<file path="src/rtl/sample_feeder_pkg.sv">
// -----------------------------------------------------------------------------
// sample_feeder_pkg
//   Shared definitions for the sample_feeder pacing stage:
//     - state_t       : FSM state encodings (IDLE / STROBE / GAP)
//     - DEFAULT_DEPTH : default FIFO depth of the feeder
//     - DEFAULT_PTR_W : pointer width matching DEFAULT_DEPTH
//     - DROP_CNT_W    : width of the optional rejected-word counter
//     - ptr_width()   : pointer width for an arbitrary power-of-two depth
//     - cnt_width()   : width of a down-counter holding values 0..max(a,b)-1
// -----------------------------------------------------------------------------
package sample_feeder_pkg;

    typedef enum logic [1:0] {
        IDLE   = 2'd0,
        STROBE = 2'd1,
        GAP    = 2'd2
    } state_t;

    localparam int DEFAULT_DEPTH = 4;
    localparam int DEFAULT_PTR_W = $clog2(DEFAULT_DEPTH);
    localparam int DROP_CNT_W    = 16;

    function automatic int ptr_width(input int depth);
        return (depth > 1) ? $clog2(depth) : 1;
    endfunction

    // The pacing counter is reloaded with (cycles - 1), so it never has to
    // hold the value max(a,b) itself.
    function automatic int cnt_width(input int a, input int b);
        int m;
        m = (a > b) ? a : b;
        return (m > 1) ? $clog2(m) : 1;
    endfunction

endpackage

</file>
<file path="src/rtl/sample_fifo.sv">
// -----------------------------------------------------------------------------
// sample_fifo
//   DEPTH x WIDTH synchronous FIFO with a registered occupancy count.
//   Pointers are PTR_W bits and wrap naturally modulo DEPTH (DEPTH must be a
//   power of two). The read port is combinational from the head entry.
//
// Ports
//   clk      in   1          rising-edge clock
//   rst_n    in   1          asynchronous active-low reset (pointers, count)
//   push     in   1          write request; ignored while full
//   pop      in   1          read request; ignored while empty
//   wr_data  in   WIDTH      word written on push
//   rd_data  out  WIDTH      current head word
//   full     out  1          count == DEPTH
//   empty    out  1          count == 0
//   level    out  PTR_W+1    current occupancy
// -----------------------------------------------------------------------------
module sample_fifo
    import sample_feeder_pkg::*;
#(
    parameter int WIDTH = 16,
    parameter int DEPTH = DEFAULT_DEPTH,
    parameter int PTR_W = DEFAULT_PTR_W
) (
    input  logic             clk,
    input  logic             rst_n,
    input  logic             push,
    input  logic             pop,
    input  logic [WIDTH-1:0] wr_data,
    output logic [WIDTH-1:0] rd_data,
    output logic             full,
    output logic             empty,
    output logic [PTR_W:0]   level
);

    localparam logic [PTR_W:0] DEPTH_L = (PTR_W + 1)'(DEPTH);

    logic [WIDTH-1:0] mem [DEPTH];
    logic [PTR_W-1:0] wr_ptr;
    logic [PTR_W-1:0] rd_ptr;
    logic [PTR_W:0]   count;
    logic             push_ok;
    logic             pop_ok;

    // Flags come from the registered count only, so a pop on the same edge
    // never opens room for a push into a full FIFO.
    assign full    = (count == DEPTH_L);
    assign empty   = (count == '0);
    assign level   = count;
    assign push_ok = push && !full;
    assign pop_ok  = pop && !empty;
    assign rd_data = mem[rd_ptr];

    always_ff @(posedge clk or negedge rst_n) begin
        if (!rst_n) begin
            wr_ptr <= '0;
            rd_ptr <= '0;
            count  <= '0;
        end else begin
            if (push_ok) begin
                wr_ptr <= wr_ptr + PTR_W'(1);
            end
            if (pop_ok) begin
                rd_ptr <= rd_ptr + PTR_W'(1);
            end
            case ({push_ok, pop_ok})
                2'b10:   count <= count + (PTR_W + 1)'(1);
                2'b01:   count <= count - (PTR_W + 1)'(1);
                default: count <= count;
            endcase
        end
    end

    // Storage carries data only; it needs no reset because nothing reads an
    // entry before it has been written.
    always_ff @(posedge clk) begin
        if (push_ok) begin
            mem[wr_ptr] <= wr_data;
        end
    end

endmodule

</file>
<file path="src/rtl/sample_feeder.sv">
// -----------------------------------------------------------------------------
// sample_feeder
//   Upstream pacing stage: buffers IN_W-bit sample words in a small FIFO and
//   presents each one, truncated to its low OUT_W bits, on out_data with a
//   data_ready strobe of STROBE_CYCLES cycles, followed by an idle gap of
//   GAP_CYCLES cycles before the next sample may be popped.
//
// Optional feature (compile-time macro SAMPLE_FEEDER_DROP_CNT_EN):
//   defined     -> drop_cnt port present; counts words offered while full,
//                  saturating at 16'hFFFF
//   not defined -> no drop_cnt port or counter; rejected words are ignored
//
// Ports
//   CLOCK_50    in   1                 single clock, rising edge
//   rst_n       in   1                 asynchronous active-low reset
//   run         in   1                 1 = pop and emit; 0 = halt in IDLE
//   in_valid    in   1                 upstream word valid
//   in_data     in   IN_W              upstream word
//   in_ready    out  1                 FIFO not full
//   data_ready  out  1                 per-sample strobe to downstream
//   out_data    out  OUT_W             current sample, held until next pop
//   busy        out  1                 FSM not in IDLE
//   fifo_level  out  $clog2(DEPTH)+1   FIFO occupancy
//   drop_cnt    out  16                (macro only) words rejected while full
// -----------------------------------------------------------------------------
module sample_feeder
    import sample_feeder_pkg::*;
#(
    parameter int IN_W          = 16,
    parameter int OUT_W         = 8,
    parameter int DEPTH         = DEFAULT_DEPTH,
    parameter int STROBE_CYCLES = 1,
    parameter int GAP_CYCLES    = 500
) (
    input  logic                   CLOCK_50,
    input  logic                   rst_n,
    input  logic                   run,
    input  logic                   in_valid,
    input  logic [IN_W-1:0]        in_data,
    output logic                   in_ready,
    output logic                   data_ready,
    output logic [OUT_W-1:0]       out_data,
    output logic                   busy,
    output logic [$clog2(DEPTH):0] fifo_level
`ifdef SAMPLE_FEEDER_DROP_CNT_EN
    ,
    output logic [DROP_CNT_W-1:0]  drop_cnt
`endif
);

    localparam int PW = ptr_width(DEPTH);
    localparam int CW = cnt_width(STROBE_CYCLES, GAP_CYCLES);

    localparam logic [CW-1:0] STROBE_LOAD = CW'(STROBE_CYCLES - 1);
    localparam logic [CW-1:0] GAP_LOAD    = CW'(GAP_CYCLES - 1);

    state_t          state;
    logic [CW-1:0]   cnt;
    logic            fifo_full;
    logic            fifo_empty;
    logic [IN_W-1:0] head;
    logic            push;
    logic            pop;

    assign in_ready = !fifo_full;
    assign push     = in_valid && in_ready;

    // run is only looked at here, so dropping it mid-sample lets the current
    // strobe and gap finish before the FSM parks in IDLE.
    assign pop = (state == IDLE) && run && !fifo_empty;

    sample_fifo #(
        .WIDTH (IN_W),
        .DEPTH (DEPTH),
        .PTR_W (PW)
    ) u_fifo (
        .clk     (CLOCK_50),
        .rst_n   (rst_n),
        .push    (push),
        .pop     (pop),
        .wr_data (in_data),
        .rd_data (head),
        .full    (fifo_full),
        .empty   (fifo_empty),
        .level   (fifo_level)
    );

    // Upper word bits are discarded by design; no overflow flag exists.
    generate
        if (OUT_W < IN_W) begin : g_trunc
            logic unused_hi;
            assign unused_hi = ^head[IN_W-1:OUT_W];
        end
    endgenerate

    // The single pacing counter is reloaded with (cycles - 1) on every state
    // entry and the state is left on the cycle it reads zero, giving exactly
    // STROBE_CYCLES high and GAP_CYCLES low; the IDLE pop cycle adds one more,
    // so strobes are at least STROBE_CYCLES + GAP_CYCLES + 1 cycles apart.
    always_ff @(posedge CLOCK_50 or negedge rst_n) begin
        if (!rst_n) begin
            state      <= IDLE;
            cnt        <= '0;
            data_ready <= 1'b0;
            out_data   <= '0;
            busy       <= 1'b0;
        end else begin
            case (state)
                IDLE: begin
                    if (pop) begin
                        out_data   <= head[OUT_W-1:0];
                        data_ready <= 1'b1;
                        busy       <= 1'b1;
                        cnt        <= STROBE_LOAD;
                        state      <= STROBE;
                    end
                end
                STROBE: begin
                    if (cnt == '0) begin
                        data_ready <= 1'b0;
                        cnt        <= GAP_LOAD;
                        state      <= GAP;
                    end else begin
                        cnt <= cnt - CW'(1);
                    end
                end
                GAP: begin
                    if (cnt == '0) begin
                        busy  <= 1'b0;
                        state <= IDLE;
                    end else begin
                        cnt <= cnt - CW'(1);
                    end
                end
                default: begin
                    data_ready <= 1'b0;
                    busy       <= 1'b0;
                    cnt        <= '0;
                    state      <= IDLE;
                end
            endcase
        end
    end

`ifdef SAMPLE_FEEDER_DROP_CNT_EN
    always_ff @(posedge CLOCK_50 or negedge rst_n) begin
        if (!rst_n) begin
            drop_cnt <= '0;
        end else if (in_valid && !in_ready && (drop_cnt != '1)) begin
            drop_cnt <= drop_cnt + DROP_CNT_W'(1);
        end
    end
`endif

endmodule

</file>
<file path="config.mk">
export PLATFORM = sky130hd
export DESIGN_NAME = sample_feeder
export DESIGN_NICKNAME = d
export VERILOG_FILES = /design/src/rtl/sample_feeder_pkg.sv /design/src/rtl/sample_fifo.sv /design/src/rtl/sample_feeder.sv
export SDC_FILE = /design/constraint.sdc
export NUM_CORES = 1
export LEC_CHECK = 0
export CORE_MARGIN = 2
export CORE_UTILIZATION = 49
export DETAILED_ROUTE_END_ITERATION = 6
export GPL_ROUTABILITY_DRIVEN = 0
export PLACE_DENSITY = 0.86
export RECOVER_POWER = 100
export SETUP_SLACK_MARGIN = 0.5
export SLEW_MARGIN = 20
export SYNTH_ARGS = -nofsm -noshare
export SYNTH_HDL_FRONTEND = slang
export SYNTH_SLANG_ARGS = --single-unit
export TNS_END_PERCENT = 100
</file>
<file path="constraint.sdc">
create_clock -name CLOCK_50 -period 2.7 [get_ports CLOCK_50]
set_clock_uncertainty 0.2 [all_clocks]
set_input_delay 0.27 -clock CLOCK_50 [delete_from_list [all_inputs] [get_ports CLOCK_50]]
set_output_delay 0.27 -clock CLOCK_50 [all_outputs]
set_load 0.01 [all_outputs]
</file>
==> impl_results.md <==
- Worst Slack Setup Final: ~0.31 ns
- Starting DRT DRC Count: 129
- Outcome: finished with violations
- Global-route wire length before repair: ~8.2 mm
- H-tree depth: 3
- Maximum VDD drop: roughly 0.65 mV
- Class of the worst hold path: flip-flop to flip-flop
- Post-synthesis net count: about 220
- Number of warnings issued by yosys: 0
- Top cell type's share of synthesized area: a little over a third
- Initial antenna violation count: 0
- FP Rows: 27
- Main combinational cell family by area after synthesis: multiplexers
- Avg Cell Area, Syn: around 15 µm²
- Place WS: 0.173 ns
- Compound-Gate Fraction of Synth Area: between 10% and 20%
- P&R area growth vs syn: 23.4%
- Number of global-route vias before repair: 1628
- Placeable Area: roughly 0.0054 mm²
- Post-route non-filler standard cell count: roughly 310
- Nets@finish: 260
- Fin crit period: 2.39 ns
- CTS tree: done
- Die Ht: roughly 79 µm
- CTS sink cnt: 60
- Seq cells post-synth: 60
- 1st-pass router iterations: 4
- Most frequent cells in the layout: 32 x edfxtp_1, 27 x dfrtp_1, 23 x dlygate4sd3_1, 12 x buf_4, 10 x ha_1
- Final Hold Violating Endpoints: 0
- Hold path depth: 1
- Max-Cap Viols: 1
- Post-CTS Hold Fix Bufs: 0
- Cell count of the worst reg-to-reg path: 8
- Largest net degree at the start of global routing: 29
- Register area: around 0.0017 mm²
- Total number of vias: 1648
- Asr flop ratio synth: a little under half
- Hold WS: 0.310 ns
- CP Max Fanout: 9
- Setup Total Neg Slack: 0 ns
- Worst Path Required: about 2.7 ns
- Power Dens Cells: 1180 mW/mm²
- Total track usage: 18.1%
- Layout fillers: roughly 400
- Die W: just under 80 µm
- Ratio of cells with drive above 1 in the final layout: between 20 and 30%
- DRC: 0
- Cells after DPL: 276
- Post-synth EDFFs: 32
- CP arrival: approximately 2.4 ns
- CP Class: flip-flop to flip-flop
- Fmax: 0.419 GHz
- Fin util: between 60 and 70%
- Clock tree buffer depth: 2
- Post-synth top flop: edfxtp_1
- Die Area: a little over 0.006 mm²
- # diodes: 0
- Period utilisation layout: between 80% and 90%
- Synth Area in Simple Gates: 7.54%
- Synth Area in Adders: under 10%
- Worst skew pair latency: around 0.33 ns
- Detail Placement HPWL: approximately 3.2 mm
- Failing checks: capacitance limit, slew limit
- Slew Limit Fails: 29
- Unrepaired setup endpoints after global routing: yes
- Clk slew on worst S/H paths: roughly 0.07 ns
- Slew headroom: -3.93%
- Post-synthesis xor/xnor area fraction: roughly 1.9%
- Vias per inst: 5.40
- Initial Util: 50.4%
- Num ports: 34
- TritonCTS Buffers: 9
- Critical Path End Type: flip-flop
- CP Launch Type: flip-flop
- Yosys cell types: 53
- Worst-Margin Slew: roughly 1.6 ns
- Routed WL: 5.06 mm
- Largest area contributor in the netlist: edfxtp_1
- Largest cells by area after synthesis: edfxtp_1 35%, dfrtp_1 26%, mux4_2 6.6%
- Post-synthesis sequential area ratio: 60.7%
- Routed Antenna Nets: 0
- DR WL/cell: 16.6 µm
- IO Port Bufs: 25
- Multi-input logic area: a little over 0.001 mm²
- Final Setup Violations: 0
- Mux cell area share after synthesis: ~11%
- Mapped cell area: roughly 0.0027 mm²
- Gr ovfl total: 0
- Pleak: 1.32 nW
- Clock Root Buffer: clkbuf_8
- Commonest non-fill, non-tap cell in the layout: edfxtp_1
- Synthesized netlist cell count: roughly 180
-- flip-flops by register name, summed over array words and instances (netlist names) --
| signal | flops |
|---|---|
| state | 2 |
| u_fifo.rd_ptr | 2 |
| cnt | 9 |
| out_data | 8 |
| busy | 1 |
| u_fifo.level | 3 |
| u_fifo.wr_ptr | 2 |
| data_ready | 1 |
| u_fifo.mem | 32 |
-- final timing paths --
kind,from,to,slack (ns)
min,out_data[6],out_data[6],0.31
max reg2reg,state[1],out_data[3],0.31
min reg2reg,out_data[6],out_data[6],0.31
min in group asynchronous,rst_n,out_data[5],0.65
max,state[1],out_data[3],0.31
max in group asynchronous,rst_n,u_fifo.level[0],0.63
-- layout make-up --
type | count | share of cell area (%)
clock buffers | 9 | 3.66
clock inverters | 7 | 2.26
inverters | 13 | 1.48
multi-input cells | 105 | 30.5
flip-flops and latches | 60 | 49.2
well taps | 72 | 2.66
repair buffers | 39 | 10.3
-- cell families (layout without fill, tap and decap cells) --
family | after synthesis | after routing
DFF | 60 | 60
AOI/OAI and AO/OA | 37 | 37
and+or+nand+nor | 31 | 31
muxes | 19 | 19
buffers and inverters | 18 | 68
adders and majority gates | 12 | 12
xor gates and xnor gates | 6 | 6
-- worst max-delay path, stage by stage (launching register included) --
cell	delay [ns]
dfrtp_1	0.39
inv_1	0.09
ha_1	0.19
inv_2	0.05
or2_4	0.25
clkinvlp_2	0.16
buf_4	0.14
clkbuf_1	0.41
mux2_2	0.40
-- cells in the mapped netlist, drive strengths merged, types with 2 or more instances --
library cell,n
a31oi,3
a21oi,8
inv,13
nand2,8
mux2,10
and3,4
edfxtp,32
mux4,8
nand3,2
xnor2,4
xor2,2
nor3,2
nor2,3
and2,2
ha,11
dfrtp,28
o22a,4
nor4,3
o2111ai,2
buf,4
a211o,2
o21ai,6
-- power breakdown --
group,internal [mW],switching (mW),leakage (nW)
sequential,1.26,0.248,0.640
clock,0.430,0.368,0.0958
combinational,0.872,0.807,0.584
-- per-stage QoR --
stage | area, µm² | total power, mW
finish | 3380 | 3.99
global route | 3380 | 4.26
CTS | 3370 | 4.06
detailed placement | 3100 | 3.14
global placement | 3100 | 3.06
floorplan | 2780 | 2.67
-- per-layer routing --
metal | track usage, % | vias up | share of wire (%)
met3 | 7.16 | 5 | 3.8
li1 | - | 791 | -
met5 | 0 | - | 0
met2 | 26.8 | 30 | 48
met1 | 24.1 | 822 | 47
met4 | 7.19 | 0 | 1.1
-- repair_timing --
action,CTS,global route
pin swaps,2,6
gates resized for setup,6,5
endpoints found under the setup margin,2,9
buffers inserted,8,5
(Power assumes the default switching activity.)
